### config.mk
export PLATFORM = sky130hd
export DESIGN_NAME = alu_arbiter
export DESIGN_NICKNAME = d
export VERILOG_FILES = /design/src/rtl/alu_pkg.sv /design/src/rtl/alu_arbiter_alu.sv /design/src/rtl/alu_arbiter.sv
export SDC_FILE = /design/constraint.sdc
export NUM_CORES = 1
export LEC_CHECK = 0
export CORE_MARGIN = 2
export CORE_UTILIZATION = 54
export CTS_BUF_LIST = sky130_fd_sc_hd__clkbuf_16
export DETAILED_ROUTE_END_ITERATION = 7
export GPL_TIMING_DRIVEN = 0
export PLACE_DENSITY = 0.82
export SYNTH_ARGS = -nofsm -noshare
export SYNTH_HDL_FRONTEND = slang
export SYNTH_HIERARCHICAL = 1
export SYNTH_SLANG_ARGS = --single-unit
### constraint.sdc
create_clock -name clk -period 5.06 [get_ports clk]
set_clock_uncertainty 0.05 [all_clocks]
set_input_delay 0.506 -clock clk [delete_from_list [all_inputs] [get_ports clk]]
set_output_delay 0.506 -clock clk [all_outputs]
set_load 0.005 [all_outputs]
### src/rtl/alu_pkg.sv
// alu_pkg: shared types, opcode constants and the grant-selection helper
// used by the alu_arbiter block and its ALU datapath.
package alu_pkg;

    typedef enum logic [1:0] {
        IDLE = 2'd0,
        EXEC = 2'd1,
        RESP = 2'd2
    } alu_arb_state_t;

    localparam logic [2:0] ALU_OP_ADD   = 3'b000;
    localparam logic [2:0] ALU_OP_SUB   = 3'b001;
    localparam logic [2:0] ALU_OP_MUL   = 3'b010;
    localparam logic [2:0] ALU_OP_OR    = 3'b011;
    localparam logic [2:0] ALU_OP_AND   = 3'b100;
    localparam logic [2:0] ALU_OP_XOR   = 3'b101;
    localparam logic [2:0] ALU_OP_NOTA  = 3'b110;
    localparam logic [2:0] ALU_OP_PASSB = 3'b111;

    // Largest requester count the helper supports.
    localparam int unsigned RR_MAX = 8;

    // Returns the first valid requester found when searching upward from
    // last+1, wrapping from nreq-1 to 0. Passing last = nreq-1 turns this
    // into a plain lowest-index-wins priority encoder.
    function automatic logic [2:0] rr_pick(input logic [7:0] valid,
                                           input logic [2:0] last,
                                           input int unsigned nreq);
        logic [2:0]  pick;
        logic        found;
        int unsigned idx;
        pick  = '0;
        found = 1'b0;
        idx   = 0;
        for (int unsigned k = 1; k <= RR_MAX; k++) begin
            if (k <= nreq) begin
                idx = (int'(unsigned'(last)) + k) % nreq;
                if (!found && valid[idx[2:0]]) begin
                    pick  = idx[2:0];
                    found = 1'b1;
                end
            end
        end
        return pick;
    endfunction

endpackage

### src/rtl/alu_arbiter_alu.sv
// ALU: combinational n-bit datapath with an (n+1)-bit result. Output is
// forced to zero when en is low. Multiply keeps only the low n+1 bits.
module ALU
    import alu_pkg::*;
#(
    parameter int n = 8
) (
    input  logic [n-1:0] A,
    input  logic [n-1:0] B,
    input  logic [2:0]   sel,
    input  logic         en,
    output logic [n:0]   Q
);

    // Opcode decode; every path produces exactly n+1 bits.
    always_comb begin
        Q = '0;
        if (en) begin
            case (sel)
                ALU_OP_ADD:   Q = {1'b0, A} + {1'b0, B};
                ALU_OP_SUB:   Q = {1'b0, A} - {1'b0, B};
                ALU_OP_MUL:   Q = {1'b0, A} * {1'b0, B};
                ALU_OP_OR:    Q = {1'b0, A | B};
                ALU_OP_AND:   Q = {1'b0, A & B};
                ALU_OP_XOR:   Q = {1'b0, A ^ B};
                ALU_OP_NOTA:  Q = {1'b0, ~A};
                ALU_OP_PASSB: Q = {1'b0, B};
                default:      Q = '0;
            endcase
        end
    end

endmodule

### src/rtl/alu_arbiter.sv
// alu_arbiter: shares one ALU between NREQ requesters through an
// IDLE -> EXEC -> RESP sequence, returning the result with the requester ID.
// Build option: define ALU_ARB_RR_EN for round-robin arbitration; without it
// the lowest-index valid requester always wins.
module alu_arbiter
    import alu_pkg::*;
#(
    parameter int n    = 8,
    parameter int NREQ = 2,
    parameter int IDW  = $clog2(NREQ)
) (
    input  logic            clk,
    input  logic            rst,
    input  logic [NREQ-1:0] req_valid,
    output logic [NREQ-1:0] req_ready,
    input  logic [n-1:0]    req_a   [NREQ],
    input  logic [n-1:0]    req_b   [NREQ],
    input  logic [2:0]      req_sel [NREQ],
    output logic            rsp_valid,
    input  logic            rsp_ready,
    output logic [n:0]      rsp_q,
    output logic [IDW-1:0]  rsp_id,
    output logic            busy
);

    alu_arb_state_t state;

    logic [n-1:0]   op_a;
    logic [n-1:0]   op_b;
    logic [2:0]     op_sel;
    logic [IDW-1:0] op_id;

    logic [IDW-1:0] grant;
    logic [7:0]     valid_ext;
    logic           any_valid;
    logic           alu_en;
    logic [n:0]     alu_q;

`ifdef ALU_ARB_RR_EN
    logic [IDW-1:0] rr_ptr;
`endif

    // Grant selection over the current request vector.
    always_comb begin
        valid_ext = 8'(req_valid);
        any_valid = |req_valid;
`ifdef ALU_ARB_RR_EN
        grant = IDW'(rr_pick(valid_ext, 3'(rr_ptr), NREQ));
`else
        grant = IDW'(rr_pick(valid_ext, 3'(NREQ - 1), NREQ));
`endif
    end

    // One-hot ready to the granted requester, only while idle and out of reset.
    always_comb begin
        req_ready = '0;
        if (state == IDLE && !rst && any_valid) begin
            req_ready[grant] = 1'b1;
        end
    end

    // ALU is only enabled while the latched operation executes.
    always_comb begin
        alu_en = (state == EXEC);
    end

    ALU #(.n(n)) u_alu (
        .A   (op_a),
        .B   (op_b),
        .sel (op_sel),
        .en  (alu_en),
        .Q   (alu_q)
    );

    // Sequencer: latch operation, execute one cycle, hold response until taken.
    always_ff @(posedge clk) begin
        if (rst) begin
            state     <= IDLE;
            op_a      <= '0;
            op_b      <= '0;
            op_sel    <= '0;
            op_id     <= '0;
            rsp_valid <= 1'b0;
            rsp_q     <= '0;
            rsp_id    <= '0;
            busy      <= 1'b0;
`ifdef ALU_ARB_RR_EN
            rr_ptr    <= IDW'(NREQ - 1);
`endif
        end else begin
            case (state)
                IDLE: begin
                    if (any_valid) begin
                        op_a   <= req_a[grant];
                        op_b   <= req_b[grant];
                        op_sel <= req_sel[grant];
                        op_id  <= grant;
`ifdef ALU_ARB_RR_EN
                        rr_ptr <= grant;
`endif
                        busy   <= 1'b1;
                        state  <= EXEC;
                    end
                end
                EXEC: begin
                    rsp_q     <= alu_q;
                    rsp_id    <= op_id;
                    rsp_valid <= 1'b1;
                    state     <= RESP;
                end
                RESP: begin
                    if (rsp_ready) begin
                        rsp_valid <= 1'b0;
                        busy      <= 1'b0;
                        state     <= IDLE;
                    end
                end
                default: begin
                    rsp_valid <= 1'b0;
                    busy      <= 1'b0;
                    state     <= IDLE;
                end
            endcase
        end
    end

endmodule

==> results of run 1 <==
power by group through the flow:
stage	sequential (W)	clock, W	combinational [W]
2_1_floorplan	0.000321	0	0.000344
3_3_place_gp	0.000335	0	0.000458
3_5_place_dp	0.000335	0	0.000471
4_1_cts	0.000331	0.000392	0.000478
5_1_grt	0.000335	0.000401	0.000539
6_report	0.000331	0.000389	0.000484
Yosys cell counts, types with 4 or more instances:
library cell,instances,area (sq um)
ha_1,42,526
a31oi_1,5,31.3
o2bb2ai_1,18,158
nand2_1,55,206
mux2i_1,22,220
a21oi_1,28,140
inv_1,61,229
xnor2_1,24,210
fa_1,19,380
nor3_1,7,35.0
clkbuf_1,11,41.3
a211oi_1,4,30.0
nor2b_1,8,50.1
dfxtp_1,34,681
a221oi_1,4,35.0
o21ai_0,19,95.1
buf_2,5,25.0
nor2_1,28,105
final timing paths:
check	cells after the start	from	to	slack (ns)
max	18	op_a[1]$_SDFFE_PP0P_	rsp_q[7]$_SDFFE_PP0P_	0.75
min	2	rsp_q[3]$_SDFFE_PP0P_	rsp_q[3]$_SDFFE_PP0P_	0.40
max reg2reg	18	op_a[1]$_SDFFE_PP0P_	rsp_q[7]$_SDFFE_PP0P_	0.75
min reg2reg	2	rsp_q[3]$_SDFFE_PP0P_	rsp_q[3]$_SDFFE_PP0P_	0.40
registers in the layout, summed over array words and instances, names as in the netlist:
name,flops
op_b,8
op_id,1
state,2
rsp_q,9
rsp_valid,1
rsp_id,1
op_sel,3
busy,1
op_a,8
critical path, stage by stage (launching register included):
cell and delay, ns:
dfxtp_1 0.42, inv_1 0.28, nor2_1 0.10, fa_1 0.43, fa_1 0.50, ha_1 0.30
inv_1 0.05, fa_1 0.52, inv_1 0.04, ha_1 0.31, nor2b_1 0.16, o21ai_0 0.15
nand2_1 0.10, xnor2_1 0.15, mux2i_1 0.17, a21oi_1 0.09, o21ai_0 0.21, nand2_1 0.08
a21oi_1 0.13
cell families (layout without fill, tap and decap cells):
family                     Yosys count  count (layout)  synth area share (%)
adders and majority gates           61              61                  25.1
DFF                                 34              34                  18.9
buffers and inverters               84             148                  9.64
and+or+nand+nor                    115             115                  14.4
muxes                               27              27                  8.60
xor gates and xnor gates            27              27                  6.56
AOI/OAI and AO/OA                   92              92                  16.9
metrics by stage:
step	instance area, sq um	std cells	hold WS [ns]	total power (W)	worst slack [ns]
floorplan	3610	440	0.381	0.000665	1.28
global placement	4260	573	0.391	0.000793	0.833
CTS	4450	581	0.403	0.00120	0.772
global route	4450	581	0.426	0.00128	0.405
finish	4450	581	0.400	0.00120	0.748
detailed placement	4260	573	0.397	0.000806	0.808
routing by layer:
layer	wire, microns	vias to the layer above	global-route usage [%]
met5	0	-	0
met4	235	0	8.51
met3	572	28	3.75
met2	4560	154	48.7
met1	3890	1554	33.4
li1	-	1607	-
final cells by class:
class | instances | area (sq um) | share of cell area (%)
repair buffers | 56 | 561 | 12.6
multi-input cells | 322 | 2580 | 57.9
clock inverters | 3 | 63.8 | 1.43
plain buffers | 20 | 108 | 2.42
flip-flops and latches | 34 | 681 | 15.3
clock buffers | 5 | 125 | 2.81
well taps | 77 | 96.3 | 2.16
inverters | 64 | 240 | 5.39
==> summary.md, run 1 <==
| Metric | Value |
|---|---|
| Max Clk Rate | 232 MHz |
| Post-route ant nets | 0 |
| Reported max-cap violation count | 0 |
| Crit Path Category | flip-flop to flip-flop |
| Most frequent cells in the layout | inv_1 (61), clkdlybuf4s50_1 (56), nand2_1 (55) |
| Initial Util | 56.2% |
| Yosys cell types | 46 |
| H-tree lvl count | 2 |
| Setup_tns | 0 ns |
| Net Sw Frac | 33.9% |
| Logic gate share of total power | 40.2% |
| Area Overhead vs Synth | 23.4% |
| Clock Tree Buf Depth | 2 |
| Hold Violations, Final | 0 |
| Post-Route WL | 9260 microns |
| Area of the core | 6420 sq um |
| Number of core rows | 29 |
| Initial antenna violation count | 0 |
| Via Count | 3343 |
| CTS hold repair buffers | 0 |
| Mapped Cells | 440 |
| GRT Residual Overflow | 0 |
| Largest net degree at the start of global routing | 15 |
| Detailed Place HPWL | 7330 microns |
| Fraction of layout cells with a size suffix above 1 | 5.75% |
| Ports | 57 |
| Top FF cell, synth | dfxtp_1 |
| RSZ-0062 raised after global routing | no |
| CTS tree | yes |
| Number of synthesized flops with an enable pin | 0 |
| Resized Gates After CTS | 0 |
| Cell Area, Synth | 3610 sq um |
| Port-buffer cells | 56 |
| Crit end category | flip-flop |
| Cell-internal power | 0.000796 W |
| Drt first pass iters | 5 |
| Cts bufs inserted | 5 |
| Switching pwr | 0.000408 W |
| Slew headroom | 60.8% |
| First-pass GRT wire length | 15900 microns |
| Drt drc | 0 |
| Vias in the first global route | 3407 |
| Tightest Hold Check Type | flip-flop to flip-flop |
| Root buffer cell | clkbuf_16 |
| Fin crit share | 85.2% |
| Max-slew violations | 0 |
| Worst EP required | 5.21 ns |
| Final nets | 607 |
| Leak | 1.87 nW |
| Flop pwr share | 27.5% |
| Clk sinks | 34 |
| Post-CTS Setup Bufs | 0 |
| Final setup fails | 0 |
| Clock share of power | 32.3% |
| Die height | 85.7 microns |
| Share of flip-flops with an asynchronous set or reset | 0% |
| Mapped Nets | 544 |
| GRT Overall Usage | 27.1% |
| # diodes | 0 |
| Fill count | 527 |
| Run status | finished, final reports clean |
| Worst skew pair latency | 0.28 ns |
| WP data arrival | 4.47 ns |
| Core Util, Final | 69.3% |
| Post-synthesis sequential area ratio | 18.9% |
| Critical path fanouts, max | 8 |
| Die area | 7350 sq um |
| Clk slew on worst S/H paths | 0.05 ns |
| Detailed Route Iter0 Violations | 219 |
| Element type at the critical path start | flip-flop |
| Wirelength per Cell | 15.9 microns |
| Commonest non-fill, non-tap cell in the layout | inv_1 |
| Worst IR Drop VDD | 0.175 mV |
| Vias per inst | 5.75 |
| PD cells | 270 nW/um^2 |
| FF+latch count, synth | 34 |
| RD Place Congestion | 0.946 |
| Width of the die | 85.7 microns |
| Minimum clock period | 4.31 ns |
| Syn avg cell area | 8.20 sq um |
| Syn. warnings | 6 |
| Worst slew pin tran | 0.589 ns |
No activity file was read; power rests on OpenSTA's default activity.
==> run 2: changes to the inputs <==
--- a/config.mk
+++ b/config.mk
@@ -6,11 +6,11 @@
 export NUM_CORES = 1
 export LEC_CHECK = 0
 export CORE_MARGIN = 2
-export CORE_UTILIZATION = 54
+export CORE_UTILIZATION = 35
 export CTS_BUF_LIST = sky130_fd_sc_hd__clkbuf_16
 export DETAILED_ROUTE_END_ITERATION = 7
 export GPL_TIMING_DRIVEN = 0
-export PLACE_DENSITY = 0.82
+export PLACE_DENSITY = 0.58
 export SYNTH_ARGS = -nofsm -noshare
 export SYNTH_HDL_FRONTEND = slang
 export SYNTH_HIERARCHICAL = 1
==> run 2 against run 1 <==
Against the previous run:
- fmax shrank 0.93%
- clock-buffer cell count stayed put
- clock power rose by 3%
- combinational power about the same
- sequential share of layout area down 0.27 points
- global-route usage decreased by 8.8 points
- routed wire length up 5.1%
- worst hold slack improved by 0.0046 ns
- cell area is 1.8% higher
- sequential power about the same
- worst setup slack worse by 0.040 ns
- critical path type unchanged
==> summary.md, run 2 (same netlist as run 1, synthesis figures left out) <==
| Metric | Value |
|---|---|
| Run status | finished, final reports clean |
| Largest net degree at the start of global routing | 15 |
| First-pass GRT wire length | 16200 microns |
| Number of core rows | 37 |
| Worst slew pin tran | 0.602 ns |
| Worst skew pair latency | 0.28 ns |
| Width of the die | 106 microns |
| Post-CTS Setup Bufs | 0 |
| Most frequent cells in the layout | inv_1 (61), clkdlybuf4s50_1 (56), nand2_1 (55) |
| Die height | 106 microns |
| Ports | 57 |
| Pre-CTS setup slack | 0.724 ns |
| Detailed Route Iter0 Violations | 123 |
| RSZ-0062 raised after global routing | no |
| Final nets | 607 |
| Fin crit share | 86.0% |
| Max reg flops | 9 |
| Crit Path Category | flip-flop to flip-flop |
| Post-route ant nets | 0 |
| Area of the core | 10200 sq um |
| Worst IR Drop VDD | 0.141 mV |
| Commonest non-fill, non-tap cell in the layout | inv_1 |
| CTS tree | yes |
| GRT Residual Overflow | 0 |
| Reported max-cap violation count | 0 |
| Drt drc | 0 |
| Setup_tns | 0 ns |
| Final setup fails | 0 |
| Max-slew violations | 0 |
| Clk sinks | 34 |
| Area Overhead vs Synth | 25.6% |
| Resized Gates After CTS | 0 |
| Worst setup margin | 0.707 ns |
| Element type at the critical path start | flip-flop |
| # diodes | 0 |
| Hold Violations, Final | 0 |
| Max Clk Rate | 230 MHz |
| Fraction of layout cells with a size suffix above 1 | 5.95% |
| RD Place Congestion | 0.924 |
| Drt first pass iters | 4 |
| Clk slew on worst S/H paths | 0.06 ns |
| Minimum clock period | 4.35 ns |
| Root buffer cell | clkbuf_16 |
| H-tree lvl count | 2 |
| Initial Util | 35.4% |
| Critical path fanouts, max | 8 |
| Worst EP required | 5.15 ns |
| PD cells | 269 nW/um^2 |
| Port-buffer cells | 56 |
| Die area | 11100 sq um |
| Clock Tree Buf Depth | 2 |
| Vias per inst | 4.99 |
| Via Count | 3193 |
| Top flop regs | rsp_q x9, op_a x8, op_b x8 |
| Vias in the first global route | 3289 |
| Tightest Hold Check Type | flip-flop to flip-flop |
| Wirelength per Cell | 15.2 microns |
| Crit end category | flip-flop |
| CTS hold repair buffers | 0 |
| Post-Route WL | 9730 microns |
| GRT Overall Usage | 18.2% |
| Initial antenna violation count | 0 |
| Reg with most FFs | rsp_q |
| Leak | 1.87 nW |
| Slew headroom | 59.9% |
| Detailed Place HPWL | 7770 microns |
| WP data arrival | 4.45 ns |
| Cts bufs inserted | 5 |
## run 2: report_power, final
part	leakage, nW	internal [W]	switching (W)
Sequential	0.279	0.000290	0.0000433
Combinational	1.49	0.000225	0.000256
Clock	0.0940	0.000283	0.000119
Total	1.87	0.000798	0.000418
## run 2: cell type report
| class | instances | area (sq um) |
|---|---|---|
| tap | 136 | 170 |
| clock inverter | 3 | 68.8 |
| clock buffer | 5 | 125 |
| inverter | 64 | 240 |
| fill | 1078 | 5650 |
| buffer | 20 | 108 |
| sequential | 34 | 681 |
| multi-input combinational | 322 | 2580 |
| timing repair buffer | 56 | 561 |
## run 2: layer usage
layer  vias up  track usage, %  part of all wire, %
li1       1608               -                    -
met1      1501            24.1                   46
met2        78            31.9                   48
met3         6            2.66                  5.5
met4         0            3.29                 0.84
met5         -               0                    0
## run 2: critical path: stages, from the launching register on
cell and delay (ns):
dfxtp_1 0.61, ha_1 0.22, inv_1 0.09, fa_1 0.52
inv_1 0.05, ha_1 0.28, inv_1 0.05, fa_1 0.50
fa_1 0.55, inv_1 0.04, ha_1 0.32, o21ai_0 0.10
nand2_1 0.09, xnor2_1 0.25, mux2i_1 0.13, a21oi_1 0.14
o21ai_0 0.10, nand2_1 0.07, a21oi_1 0.06
## run 2: final timing paths
| path | from | end | slack [ns] | cells after the start |
|---|---|---|---|---|
| worst max-delay path | op_a[3]$_SDFFE_PP0P_ | rsp_q[7]$_SDFFE_PP0P_ | 0.71 | 18 |
| worst min-delay path | rsp_id$_SDFFE_PP0P_ | rsp_id$_SDFFE_PP0P_ | 0.41 | 2 |
| worst max register to register | op_a[3]$_SDFFE_PP0P_ | rsp_q[7]$_SDFFE_PP0P_ | 0.71 | 18 |
| worst min register to register | rsp_id$_SDFFE_PP0P_ | rsp_id$_SDFFE_PP0P_ | 0.41 | 2 |
## run 2: through the flow
stage	total power, W	hold slack [ns]	cell area, sq um	utilization [%]	cells
CTS	0.00123	0.408	4530	44.5	640
finish	0.00122	0.405	4530	44.5	640
detailed placement	0.000816	0.401	4340	42.6	632
floorplan	0.000665	0.381	3610	-	440
global route	0.00130	0.429	4530	44.5	640
global placement	0.000807	0.396	4340	42.6	632
